===== config.mk =====
export PLATFORM = sky130hd
export DESIGN_NAME = store_queue
export DESIGN_NICKNAME = d
export VERILOG_FILES = /design/src/rtl/store_queue.sv
export SDC_FILE = /design/constraint.sdc
export NUM_CORES = 2
export LEC_CHECK = 0
export BUFFER_PORTS_ARGS = -buffer_cell sky130_fd_sc_hd__buf_2
export CAP_MARGIN = 0
export CORE_UTILIZATION = 50
export DETAILED_ROUTE_END_ITERATION = 12
export PLACE_DENSITY = 0.69
export SLEW_MARGIN = 30
export SYNTH_ARGS = -nofsm -noshare
export SYNTH_HDL_FRONTEND = slang
export SYNTH_SLANG_ARGS = --single-unit

===== constraint.sdc =====
create_clock -name clk -period 7.87 [get_ports clk]
set_input_delay 1.574 -clock clk [delete_from_list [all_inputs] [get_ports clk]]
set_output_delay 1.574 -clock clk [all_outputs]
set_load 0.02 [all_outputs]

===== src/rtl/store_queue.sv =====
// rtl/store_queue.sv - circular store queue with commit, drain and store-to-load forwarding
module store_queue #(
    parameter int XLEN          = 32,
    parameter int ROB_TAG_WIDTH = 32,
    parameter int STQ_SIZE      = 16,
    parameter int IDX_W         = $clog2(STQ_SIZE)
) (
    input  logic                     clk,
    input  logic                     reset_n,
    input  logic                     alloc_valid,
    input  logic [ROB_TAG_WIDTH-1:0] alloc_rob_tag,
    output logic                     alloc_ready,
    output logic [IDX_W-1:0]         alloc_index,
    input  logic                     addr_valid,
    input  logic [IDX_W-1:0]         addr_index,
    input  logic [XLEN-1:0]          addr_value,
    input  logic                     data_valid_in,
    input  logic [IDX_W-1:0]         data_index,
    input  logic [XLEN-1:0]          data_value,
    input  logic                     commit_valid,
    input  logic                     flush,
    output logic                     mem_req_valid,
    output logic [XLEN-1:0]          mem_req_addr,
    output logic [XLEN-1:0]          mem_req_data,
    input  logic                     mem_req_ready,
    input  logic [XLEN-1:0]          fwd_addr,
    input  logic [STQ_SIZE-1:0]      fwd_mask,
    output logic                     fwd_hit,
    output logic [XLEN-1:0]          fwd_data,
    output logic                     fwd_stall,
    output logic                     full,
    output logic                     empty
);

    // per-entry state; flags packed so the forward search can use vector ops
    logic [STQ_SIZE-1:0]      ent_valid;
    logic [STQ_SIZE-1:0]      ent_addr_valid;
    logic [STQ_SIZE-1:0]      ent_data_valid;
    logic [STQ_SIZE-1:0]      ent_committed;
    logic [XLEN-1:0]          ent_addr   [STQ_SIZE];
    logic [XLEN-1:0]          ent_data   [STQ_SIZE];
    logic [ROB_TAG_WIDTH-1:0] ent_rob_tag[STQ_SIZE];

    logic [IDX_W-1:0] head;
    logic [IDX_W-1:0] commit_ptr;
    logic [IDX_W-1:0] tail;
    logic [IDX_W:0]   count;

    logic             alloc_fire;
    logic             drain_fire;
    logic             commit_fire;
    logic [IDX_W:0]   committed_cnt;

    assign full        = (count == (IDX_W+1)'(STQ_SIZE));
    assign empty       = (count == '0);
    assign alloc_ready = !full;
    assign alloc_index = tail;

    assign mem_req_valid = ent_valid[head] && ent_committed[head];
    assign mem_req_addr  = ent_addr[head];
    assign mem_req_data  = ent_data[head];

    assign alloc_fire  = alloc_valid && alloc_ready;
    assign drain_fire  = mem_req_valid && mem_req_ready;
    // the committed check stops a re-commit when the queue is full of committed stores
    assign commit_fire = commit_valid && ent_valid[commit_ptr] && !ent_committed[commit_ptr];

    // number of committed entries, which are exactly the survivors of a flush
    always_comb begin
        committed_cnt = '0;
        for (int i = 0; i < STQ_SIZE; i++) begin
            committed_cnt = committed_cnt + (IDX_W+1)'(ent_valid[i] && ent_committed[i]);
        end
    end

    // entry, pointer and count update; the drain clear is last so it wins on the head entry
    always_ff @(posedge clk or negedge reset_n) begin
        if (!reset_n) begin
            ent_valid      <= '0;
            ent_addr_valid <= '0;
            ent_data_valid <= '0;
            ent_committed  <= '0;
            for (int i = 0; i < STQ_SIZE; i++) begin
                ent_addr[i]    <= '0;
                ent_data[i]    <= '0;
                ent_rob_tag[i] <= '0;
            end
            head       <= '0;
            commit_ptr <= '0;
            tail       <= '0;
            count      <= '0;
        end else begin
            if (flush) begin
                for (int i = 0; i < STQ_SIZE; i++) begin
                    if (ent_valid[i] && !ent_committed[i]) begin
                        ent_valid[i]      <= 1'b0;
                        ent_addr_valid[i] <= 1'b0;
                        ent_data_valid[i] <= 1'b0;
                    end
                end
                tail  <= commit_ptr;
                count <= committed_cnt - (IDX_W+1)'(drain_fire);
            end else begin
                if (alloc_fire) begin
                    ent_valid[tail]      <= 1'b1;
                    ent_addr_valid[tail] <= 1'b0;
                    ent_data_valid[tail] <= 1'b0;
                    ent_committed[tail]  <= 1'b0;
                    ent_rob_tag[tail]    <= alloc_rob_tag;
                    tail                 <= tail + IDX_W'(1);
                end
                if (addr_valid && ent_valid[addr_index]) begin
                    ent_addr[addr_index]       <= addr_value;
                    ent_addr_valid[addr_index] <= 1'b1;
                end
                if (data_valid_in && ent_valid[data_index]) begin
                    ent_data[data_index]       <= data_value;
                    ent_data_valid[data_index] <= 1'b1;
                end
                if (commit_fire) begin
                    ent_committed[commit_ptr] <= 1'b1;
                    commit_ptr                <= commit_ptr + IDX_W'(1);
                end
                count <= count + (IDX_W+1)'(alloc_fire) - (IDX_W+1)'(drain_fire);
            end
            if (drain_fire) begin
                ent_valid[head]      <= 1'b0;
                ent_addr_valid[head] <= 1'b0;
                ent_data_valid[head] <= 1'b0;
                ent_committed[head]  <= 1'b0;
                head                 <= head + IDX_W'(1);
            end
        end
    end

    logic [STQ_SIZE-1:0] fwd_cand;
    logic                fwd_found;
    logic [IDX_W-1:0]    fwd_sel;
    logic [IDX_W-1:0]    fwd_idx;
    logic                fwd_unknown;

    // youngest matching older store, scanning backwards from the newest allocation
    always_comb begin
        fwd_found   = 1'b0;
        fwd_sel     = '0;
        fwd_idx     = '0;
        fwd_unknown = |(fwd_mask & ent_valid & ~ent_addr_valid);
        for (int i = 0; i < STQ_SIZE; i++) begin
            fwd_cand[i] = fwd_mask[i] && ent_valid[i] && ent_addr_valid[i] &&
                          (ent_addr[i][XLEN-1:2] == fwd_addr[XLEN-1:2]);
        end
        for (int i = 0; i < STQ_SIZE; i++) begin
            fwd_idx = tail - IDX_W'(i + 1);
            if (!fwd_found && fwd_cand[fwd_idx]) begin
                fwd_found = 1'b1;
                fwd_sel   = fwd_idx;
            end
        end
        fwd_stall = fwd_unknown || (fwd_found && !ent_data_valid[fwd_sel]);
        fwd_hit   = fwd_found && ent_data_valid[fwd_sel] && !fwd_stall;
        fwd_data  = fwd_hit ? ent_data[fwd_sel] : '0;
    end

endmodule


==> run summary <==
The run gives 3 as the number of buffers between clock root and the deepest sink. The floorplan step set the die height to 361.5 um. The remaining global-route overflow was 0; the highest fanout seen on the critical path was 8. Summing all non-filler instances in the final layout gives an area of 81170 um^2.

The flow ran to the end, but the final reports show violations. The checks that failed: negative setup slack. The layout overhead on the synthesized area was 25.58%; the number of H-tree levels was 3.

The worst hold path belongs to the class register to register. The tools report the number of top-level pins as 266. Remaining antenna violation count: 0. At the placement stage, the worst setup path has a slack of -1.374 ns.

The logs give 354900 um for the wire length of the first global-routing pass and 49260 for the total via count in the routed design. At the end of routability-driven placement, the weighted congestion stood at 1.096. The most used flip-flop cell after synthesis is sky130_fd_sc_hd__dfrtp_1.

Total power for the finished layout comes to 0.02020 W. The share of layout cells above drive strength 1 works out to 0.5600. The tools report the floorplan die area as 130700 um^2.

The clock arrives with 0.06106 ns of skew. The run gives 0.1169 as the met3 demand-to-capacity share in global routing. The tree is rooted in a sky130_fd_sc_hd__clkbuf_16. For the number of nets in the final layout, the log shows 5829. The effective utilization at floorplan is 0.5056, and the total length of routed wires is 245300 um. The average instance in the mapped netlist occupies 13.38 um^2. The switching part of the total is 0.3484. After clock tree synthesis, the clock-pin slew on the worst setup and hold paths is 0.06 ns. Setup repair after global routing could not meet its margin everywhere. The setup path with the least slack is of type input port to primary output. The run gives 64640 um^2 as the cell area after synthesis. At the later pin of the worst-skew pair, clock insertion delay measures 0.78 ns. The number of input and output port buffers inserted was 231. The analysis attributes to net switching a power of 0.007039 W. Number of hold-slack violations in the final timing report: 0.

The multi-input gate area in the final layout came out at 37990 um^2. The most frequently used cell type in the post-synthesis netlist is sky130_fd_sc_hd__dfrtp_1. For the worst setup path, the data arrival time is 7.17 ns.

For this run, the top clock speed supported by timing is 0.1144 GHz. The layer with the highest usage was met2. The proportion of power drawn by combinational gates was 0.368.

The run gives 0.309 as the portion of total power attributed to the clock network. The area share of the largest cell type after synthesis is 0.4278. Data on the critical path is required at its endpoint by 6.30 ns.

Setup violations remaining at the end of the flow were counted as 34. The power density relative to cell area is 248.9 nW/um^2, and the initial antenna violation count is 23. The largest individual stage delay along the critical path comes from the cell sky130_fd_sc_hd__mux4_2.

STA classifies the critical path startpoint as an input port. The worst-case reg-to-reg path depth works out to 20. For the via count of the first global-routing pass, the log shows 49430. In the post-synthesis netlist, the biggest area contributors are sky130_fd_sc_hd__dfrtp_1 43%, sky130_fd_sc_hd__mux2_2 19%, sky130_fd_sc_hd__mux4_2 17%.

Critical register-to-register path endpoint: count[4]$_DFF_PN0_. The tools report the smallest hold slack as 0.5067 ns. For the count of cell types in the netlist, the log shows 73.

The run gives 0.5424 as the met2 routing resource usage after global routing. Counting the fill cells in the layout gives 9449. The number of flops mapped to enable cells by yosys is 0, and the share of the clock period used by the worst path is 1.111. The TritonCTS buffer count is 121, and the fraction of registers with async set or reset after synthesis is 1.000. For this run, the number of Yosys warnings is 0. Across the VDD grid, the largest voltage drop is 0.0002994 V.

The worst-case setup margin in the final layout came out at -0.8736 ns. Cell count of the worst hold path: 1. The tools report the startpoint of the tightest hold check path as ent_addr[65]$_DFFE_PN0P_. The overall track demand over capacity in global routing is 0.3761, and the met1 layer usage reported by global route is 0.5213. The clock drives 1105 sinks. Across the whole layout, storage elements account for 27660 um^2.

In this run, the number of DRC markers left after iteration 0 of detailed routing was 5543. The tools report the total DRC errors in the routed layout as 0. The max-slew headroom at the worst pin was 0.2498. Measured along the x axis, the die boundary spans 361.5 um. Number of maximum-capacitance constraint violations: 0.

The worst setup path is captured at a primary output. Internal power comes to 0.01316 W. The synthesized design contains 1105 register bits. Ranked by instance count, the synthesized netlist is headed by 1105 x sky130_fd_sc_hd__dfrtp_1, 1079 x sky130_fd_sc_hd__mux2_2, 484 x sky130_fd_sc_hd__xor2_1. The logs give 4830 for the number of standard cells after synthesis and 73300 um^2 for the placed cell area.

The total leakage power is 37.94 nW, and the number of optimization iterations in the first detailed-route pass is 6. The family of cells with the greatest summed delay on the critical path is buffers and inverters. For hold timing, the worst endpoint is ent_addr[65]$_DFFE_PN0P_.

At the pin with the least slew margin, the transition time is 1.125 ns. The floorplan has 131 rows. In this run the register-to-register setup slack is 1.90 ns. The core region is 127800 um^2.

Entering global routing, the biggest net connects 165 pins. The longest individual stage delay on the worst path was 0.51 ns. The logs give 0.323 for the portion of total power attributed to sequential cells and 5038 for the number of nets in the synthesized netlist.

TritonCTS built the clock tree. The startpoint identified for the worst register-to-register timing path is head[1]$_DFFE_PN0P_. The via count normalized by instance count works out to 6.663. The most used cell along the critical path is sky130_fd_sc_hd__buf_4.

The post-detailed-route wirelength per cell is 33.18 um, and the sum of net half-perimeters after detailed placement is 169300 um. sky130_fd_sc_hd__dfrtp_1 takes more of the synthesized area than any other cell. For the count of final max-slew check failures, the log shows 0.

The critical path buffer and inverter count works out to 10. For the portion of the post-synthesis area used by sequential elements, the log shows 0.4278. The worst path in the final design needs a cycle of 8.744 ns, including I/O delays and setup.
worst max path at each step:
stage | startpoint | end | slack, ns | cells past startpoint
CTS | fwd_addr[31] | fwd_data[28] | -0.75 | 24
detailed placement | fwd_addr[9] | fwd_data[30] | -1.37 | 22
floorplan | fwd_addr[31] | fwd_data[5] | -0.01 | 21
global route | fwd_addr[23] | fwd_data[25] | -0.94 | 25
finish | fwd_addr[12] | fwd_data[26] | -0.87 | 25
global placement | fwd_addr[15] | fwd_data[0] | -1.89 | 21
cell type report:
type                    count  share of cell area
multi-input cells        3272              0.4680
clock buffers             172             0.04401
inverters                  55            0.002605
flip-flops and latches   1105              0.3408
diodes                      9           0.0002775
well taps                1662             0.02562
repair buffers           1066              0.1086
clock inverters            53             0.01007
cell families after synthesis:
family / Yosys count / synth area share
adders and majority gates: 48 / 0.01069
and+or+nand+nor: 809 / 0.06438
xor gates and xnor gates: 507 / 0.06870
DFF: 1105 / 0.4278
buffers and inverters: 454 / 0.03380
AOI/OAI and AO/OA: 311 / 0.03312
muxes: 1596 / 0.3615
through the flow:
step / instances / TNS, ns / util
final: 7394 / -26.98 / 0.6349
after global routing: 7386 / -30.12 / 0.6348
after CTS: 7348 / -23.23 / 0.6240
after detailed placement: 7079 / -44.81 / 0.5734
after global placement: 7074 / -60.83 / 0.5722
after floorplan: 4830 / -0.09346 / -
sequential cells by signal (all words and copies together) (netlist names):
register,flops
count,5
head,4
ent_data_valid,16
ent_valid,16
ent_addr,512
commit_ptr,4
ent_data,512
ent_committed,16
alloc_index,4
ent_addr_valid,16
repair_timing:
item,CTS,global route
setup buffers,41,39
gates cloned,5,2
endpoints found under the setup margin,34,34
hold buffers,0,0
gates resized for setup,328,177
endpoints found under the hold margin,0,0
pin swaps,54,25
power by group through the flow:
| stage | clock, W | combinational [W] | sequential, W |
|---|---|---|---|
| 5_1_grt | 0.00650 | 0.00776 | 0.00658 |
| 4_1_cts | 0.00629 | 0.00710 | 0.00651 |
| 3_3_place_gp | 0 | 0.00652 | 0.00659 |
| 2_1_floorplan | 0 | 0.00428 | 0.00641 |
| 3_5_place_dp | 0 | 0.00659 | 0.00661 |
| 6_report | 0.00624 | 0.00744 | 0.00653 |
cell usage in the layout (no fill, tap or decap), types with 60 or more instances in the layout:
| master | count |
|---|---|
| sky130_fd_sc_hd__nor4_2 | 74 |
| sky130_fd_sc_hd__buf_12 | 65 |
| sky130_fd_sc_hd__clkbuf_16 | 125 |
| sky130_fd_sc_hd__dfrtp_1 | 1102 |
| sky130_fd_sc_hd__xor2_1 | 414 |
| sky130_fd_sc_hd__a21oi_1 | 60 |
| sky130_fd_sc_hd__nor2_1 | 134 |
| sky130_fd_sc_hd__mux4_2 | 481 |
| sky130_fd_sc_hd__buf_4 | 763 |
| sky130_fd_sc_hd__nand2_1 | 157 |
| sky130_fd_sc_hd__nor4_1 | 114 |
| sky130_fd_sc_hd__buf_2 | 174 |
| sky130_fd_sc_hd__mux2_2 | 1067 |
metal layers:
| metal | routed length [um] | part of all wire | up-vias |
|---|---|---|---|
| met5 | 364 | 0.0015 | - |
| met4 | 12770 | 0.052 | 26 |
| met3 | 28980 | 0.12 | 648 |
| met2 | 106000 | 0.43 | 2806 |
| met1 | 97220 | 0.40 | 25910 |
| li1 | - | - | 19870 |
Power figures use the tool's default switching activity.
